--- config.mk ---
export PLATFORM = sky130hd
export DESIGN_NAME = coin_acceptor
export DESIGN_NICKNAME = d
export VERILOG_FILES = /design/src/rtl/coin_acceptor.sv
export SDC_FILE = /design/constraint.sdc
export NUM_CORES = 1
export LEC_CHECK = 0
export ABC_AREA = 1
export BUFFER_PORTS_ARGS = -buffer_cell sky130_fd_sc_hd__buf_2
export CAP_MARGIN = 15
export CORE_MARGIN = 2
export CORE_UTILIZATION = 45
export DETAILED_ROUTE_END_ITERATION = 8
export GPL_ROUTABILITY_DRIVEN = 0
export PLACE_DENSITY = 0.66
export RECOVER_POWER = 50
export SLEW_MARGIN = 20
export SYNTH_ARGS = -nofsm -noshare
export SYNTH_HDL_FRONTEND = slang
export SYNTH_SLANG_ARGS = --single-unit
--- constraint.sdc ---
create_clock -name clk -period 1.24 [get_ports clk]
set_input_delay 0.186 -clock clk [delete_from_list [all_inputs] [get_ports clk]]
set_output_delay 0.186 -clock clk [all_outputs]
set_load 0.1 [all_outputs]
--- src/rtl/coin_acceptor.sv ---
// Coin slot front end: synchronises and debounces the Rs.5/Rs.10 sensors and
// turns each clean insertion into one coin code pulse, or a reject pulse.
module coin_acceptor #(
  parameter int DEBOUNCE_CYCLES = 4,
  parameter int GAP_CYCLES      = 2,
  parameter int CNT_W           = 8
) (
  input  logic             clk,
  input  logic             reset,
  input  logic             sense_5,
  input  logic             sense_10,
  input  logic             inhibit,
  output logic [1:0]       coin,
  output logic             reject,
  output logic             busy,
  output logic [CNT_W-1:0] cnt_5,
  output logic [CNT_W-1:0] cnt_10
);

  localparam int DBW = $clog2(DEBOUNCE_CYCLES + 1);
  localparam int GW  = $clog2(GAP_CYCLES + 1);

  typedef enum logic [1:0] {IDLE, EMIT, GAP} state_t;

  // Channel index 0 is Rs.5 and index 1 is Rs.10, so a single rise maps directly to its coin code
  logic [1:0]     r_meta;
  logic [1:0]     r_sync;
  logic [1:0]     r_deb;
  logic [1:0]     r_debD;
  logic [DBW-1:0] r_dbCnt [2];
  logic [1:0]     w_rise;

  state_t         r_state;
  state_t         w_stateNxt;
  logic [GW-1:0]  r_gapCnt;
  logic [GW-1:0]  w_gapNxt;
  logic [1:0]     r_coin;
  logic [1:0]     w_coinNxt;
  logic           r_reject;
  logic           w_rejectNxt;
  logic [1:0]     w_inc;
  logic [CNT_W-1:0] r_cnt5;
  logic [CNT_W-1:0] r_cnt10;

  always_ff @(posedge clk or negedge reset) begin
    if (!reset) begin
      r_meta     <= '0;
      r_sync     <= '0;
      r_deb      <= '0;
      r_debD     <= '0;
      r_dbCnt[0] <= '0;
      r_dbCnt[1] <= '0;
    end else begin
      r_meta <= {sense_10, sense_5};
      r_sync <= r_meta;
      r_debD <= r_deb;
      for (int i = 0; i < 2; i++) begin
        if (r_sync[i] == r_deb[i]) begin
          r_dbCnt[i] <= '0;
        end else if (r_dbCnt[i] == DBW'(DEBOUNCE_CYCLES - 1)) begin
          r_deb[i]   <= ~r_deb[i];
          r_dbCnt[i] <= '0;
        end else begin
          r_dbCnt[i] <= r_dbCnt[i] + DBW'(1);
        end
      end
    end
  end

  assign w_rise = r_deb & ~r_debD;

  always_comb begin
    w_stateNxt  = r_state;
    w_gapNxt    = r_gapCnt;
    w_coinNxt   = 2'b00;
    w_rejectNxt = 1'b0;
    w_inc       = 2'b00;
    case (r_state)
      IDLE: begin
        if (w_rise != 2'b00) begin
          if (w_rise == 2'b11 || inhibit) begin
            w_rejectNxt = 1'b1;
            w_stateNxt  = GAP;
            w_gapNxt    = '0;
          end else begin
            w_coinNxt  = w_rise;
            w_stateNxt = EMIT;
          end
        end
      end
      EMIT: begin
        w_inc       = r_coin;
        w_rejectNxt = |w_rise;
        w_stateNxt  = GAP;
        w_gapNxt    = '0;
      end
      GAP: begin
        // Leaving needs both the quiet period and both sensors released, so a held coin cannot re-trigger
        w_rejectNxt = |w_rise;
        if (r_gapCnt != GW'(GAP_CYCLES)) begin
          w_gapNxt = r_gapCnt + GW'(1);
        end else if (r_deb == 2'b00) begin
          w_stateNxt = IDLE;
        end
      end
      default: begin
        w_stateNxt = IDLE;
      end
    endcase
  end

  always_ff @(posedge clk or negedge reset) begin
    if (!reset) begin
      r_state  <= IDLE;
      r_gapCnt <= '0;
      r_coin   <= 2'b00;
      r_reject <= 1'b0;
      r_cnt5   <= '0;
      r_cnt10  <= '0;
    end else begin
      r_state  <= w_stateNxt;
      r_gapCnt <= w_gapNxt;
      r_coin   <= w_coinNxt;
      r_reject <= w_rejectNxt;
      if (w_inc[0] && (r_cnt5 != '1)) begin
        r_cnt5 <= r_cnt5 + CNT_W'(1);
      end
      if (w_inc[1] && (r_cnt10 != '1)) begin
        r_cnt10 <= r_cnt10 + CNT_W'(1);
      end
    end
  end

  assign coin   = r_coin;
  assign reject = r_reject;
  assign busy   = (r_state != IDLE);
  assign cnt_5  = r_cnt5;
  assign cnt_10 = r_cnt10;

endmodule

==> metrics.log <==
INFO  metric fill_cells = 270
INFO  metric clock_sinks = 37
INFO  metric result_of_the_run = complete, but fails checks
INFO  metric antenna_violations_before_repair = 0
INFO  metric fin_crit = between 1 and 1.5 ns
INFO  metric max-cap-violations = 0
INFO  metric placement.io_buffers = 24
INFO  metric syn_area_per_cell = roughly 8.5 sq um
INFO  metric wire_length_of_the_first_global_routing_pass = 6.84 mm
INFO  metric layout-drive-gt1-share = 0.471
INFO  metric floorplan.die_area = 4530 sq um
INFO  metric setup_tns = -1.00 ns
INFO  metric io_pins = 25
INFO  metric worstSetupEndpointType = output port
INFO  metric worstPathArrival = ~1.2 ns
INFO  metric timing_worst_setup_path_type = reg2out
INFO  metric final_critical_path_share_of_the_clock_period = 1.10
INFO  metric final.setup_skew = between 0.002 and 0.0025 ns
INFO  metric finalHoldViolCount = 0
INFO  metric clock_buffers_created_by_tritoncts = 5
INFO  metric violations = negative setup slack
INFO  metric multiInputGateArea = about 960 sq um
INFO  metric cellLeakagePower = 1.35 nW
INFO  metric drt_pre_antenna_iters = 4
INFO  metric clock_root_buffer = clkbuf_8
INFO  metric drt-vias-per-instance = approximately 4.9
INFO  metric grt_max_degree = 38
INFO  metric dr.first_iter.drc_count = 70
INFO  metric worst_ir_drop_vdd = between 1 and 1.5 mV
INFO  metric seqCellArea = 958 sq um
INFO  metric setup.worst_path.start_class = flip-flop
INFO  metric syn-num-nets = around 230
INFO  metric synth_seq_cells = 37
INFO  metric hpwl = 2.56 mm
INFO  metric htreeDepth = 2
INFO  metric die_h = slightly below 70 um
INFO  metric setup_repair_after_global_routing_missed_its_margin = true
INFO  metric vias_in_the_first_global_route = about 1.6k
INFO  metric antenna_cells_inserted = 0
INFO  metric max_slew_margin = 0.656
INFO  metric report.final.slew_viol_count = 0
INFO  metric via_count = 1599
INFO  metric clock.fmax = approximately 730 MHz
INFO  metric average_routed_wire_per_standard_cell = approximately 13 um
INFO  metric floorplan.initialDensity = 0.461
INFO  metric netlist_instances = about 210
INFO  metric width_of_the_chip = just under 70 um
INFO  metric critical_path.max_fanout = 2
INFO  metric clkSlewWorstSetupHoldPaths = 0.07 ns
INFO  metric hold_slack = approximately 0.23 ns
INFO  metric drc = 0
INFO  metric synth.cell_area = 1800 sq um
INFO  metric wl = between 4 and 5 mm
INFO  metric grt_usage = 0.203
INFO  metric worst_hold_path_class = in2reg
INFO  metric count_of_synthesis_stage_warnings_from_yosys = 0
INFO  metric cts-root-to-sink-buffers = 2
INFO  metric finalSetupViolCount = 21
INFO  metric syn2layout_area_growth = 60.7%
INFO  metric coreArea = 3910 sq um
INFO  metric placementRows = 23
INFO  metric total_number_of_nets_in_the_final_design = around 290
INFO  metric share_of_synthesized_area_occupied_by_flip_flops_and_latches = 0.514
INFO  metric grt.overflow.total = 0
INFO  metric power_density = 1980 nW/um^2
INFO  metric timing.final.ws_setup = -0.122 ns
INFO  metric insertion_delay = 0.28 ns
INFO  metric critical_path_required = approximately 1.1 ns
INFO  metric drt.antenna.violating_nets = 0
INFO  metric ys_types = 21
INFO  metric cts_tree = built
INFO  metric worst-slew-pin-transition = 0.516 ns
cells by family after synthesis:
kind of cell / count (synthesis) / share of synthesized area
AOI/OAI and AO/OA: 8 / 0.0236
xor gates and xnor gates: 10 / 0.0486
adders and majority gates: 9 / 0.0625
buffers and inverters: 31 / 0.0659
DFF: 37 / 0.514
and+or+nand+nor: 118 / 0.286
power by group:
group | switching [mW] | internal, mW
Combinational | 1.81 | 1.25
Sequential | 0.221 | 1.52
Clock | 0.419 | 0.502
flip-flops by register name (all words and copies together), names as in the netlist:
| name | cells |
|---|---|
| r_meta | 2 |
| r_deb | 2 |
| r_sync | 2 |
| r_gapCnt | 2 |
| reject | 1 |
| cnt_5 | 8 |
| cnt_10 | 8 |
| r_debD | 2 |
| r_state | 2 |
| coin | 2 |
| r_dbCnt | 6 |
Yosys cell counts:
cell	instances	area, sq um
xor2_1	2	17.5
nor2_1	12	45.0
nand3_1	10	50.1
nor3_1	2	10.0
ha_1	9	113
nor2_2	3	18.8
inv_4	1	6.26
a21oi_1	4	20.0
inv_2	1	3.75
nand3b_1	2	15.0
nand2_4	2	22.5
o21ai_0	3	15.0
nor3b_1	2	15.0
dfrtp_1	37	926
xnor2_1	8	70.1
inv_1	29	109
nand3_2	2	20.0
nand4_1	2	12.5
nand2_1	80	300
nand2_2	1	6.26
o21bai_1	1	7.51
metal layers:
| layer | track usage | routed length (um) | vias to the layer above |
|---|---|---|---|
| met5 | 0 | 0 | - |
| met4 | 0.0893 | 131 | 0 |
| met3 | 0.0367 | 120 | 12 |
| met2 | 0.359 | 2280 | 37 |
| met1 | 0.239 | 1880 | 765 |
| li1 | - | - | 785 |
critical path: stages (launching register included):
cell and delay (ns):
dfrtp_1 0.40, inv_2 0.09, ha_4 0.15, clkinvlp_4 0.09
buf_12 0.17
final timing paths:
path / from / endpoint / slack, ns / depth (start not counted)
setup / recovery: r_state[0]$_DFFE_PN0P_ / busy / -0.12 / 4
setup reg to reg: cnt_5[0]$_DFFE_PN0P_ / cnt_5[4]$_DFFE_PN0P_ / -0.09 / 8
hold reg to reg: r_meta[0]$_DFF_PN0_ / r_sync[0]$_DFF_PN0_ / 0.36 / 0
min in group asynchronous: reset / cnt_5[5]$_DFFE_PN0P_ / 0.52 / 3
max in group asynchronous: reset / cnt_10[1]$_DFFE_PN0P_ / 0.32 / 3
hold / removal: inhibit / coin[1]$_DFF_PN0_ / 0.23 / 4
area by class of cell:
cell class / count / area share
clock buffers: 7 / 0.0333
clock inverters: 1 / 0.00173
inverters: 31 / 0.0449
multi-input cells: 147 / 0.332
well taps: 50 / 0.0216
flip-flops and latches: 37 / 0.331
repair buffers: 55 / 0.236
stage by stage:
step / setup slack, ns / total power [mW] / util / instance area [sq um] / instances
after detailed placement: -0.0597 / 4.40 / 0.639 / 2500 / 304
after floorplan: -0.233 / 3.40 / - / 1880 / 213
after global routing: -0.164 / 6.08 / 0.740 / 2900 / 328
after global placement: -0.0428 / 4.36 / 0.639 / 2500 / 304
after CTS: -0.123 / 5.61 / 0.711 / 2780 / 327
final: -0.122 / 5.73 / 0.740 / 2900 / 328
cells in the final DEF, fill, tap and decap left out, drive strengths merged, types with 2 or more instances in the layout:
master / n
clkbuf: 9
xnor2: 8
nand4: 2
nand2: 85
nand3: 12
xor2: 2
ha: 9
nor3b: 2
nand3b: 2
inv: 30
dfrtp: 37
nor3: 2
nor2: 15
buf: 50
a21oi: 4
o21ai: 3
dlygate4sd3: 3
repair_timing:
item                                    CTS  global route
endpoints found under the setup margin   24            27
gates cloned                              2             0
hold buffers                              3             0
pin swaps                                 7            12
hold endpoints to repair                 39             0
gates resized for setup                  18            37
buffers inserted                         10             1
Power figures use the tool's default switching activity.
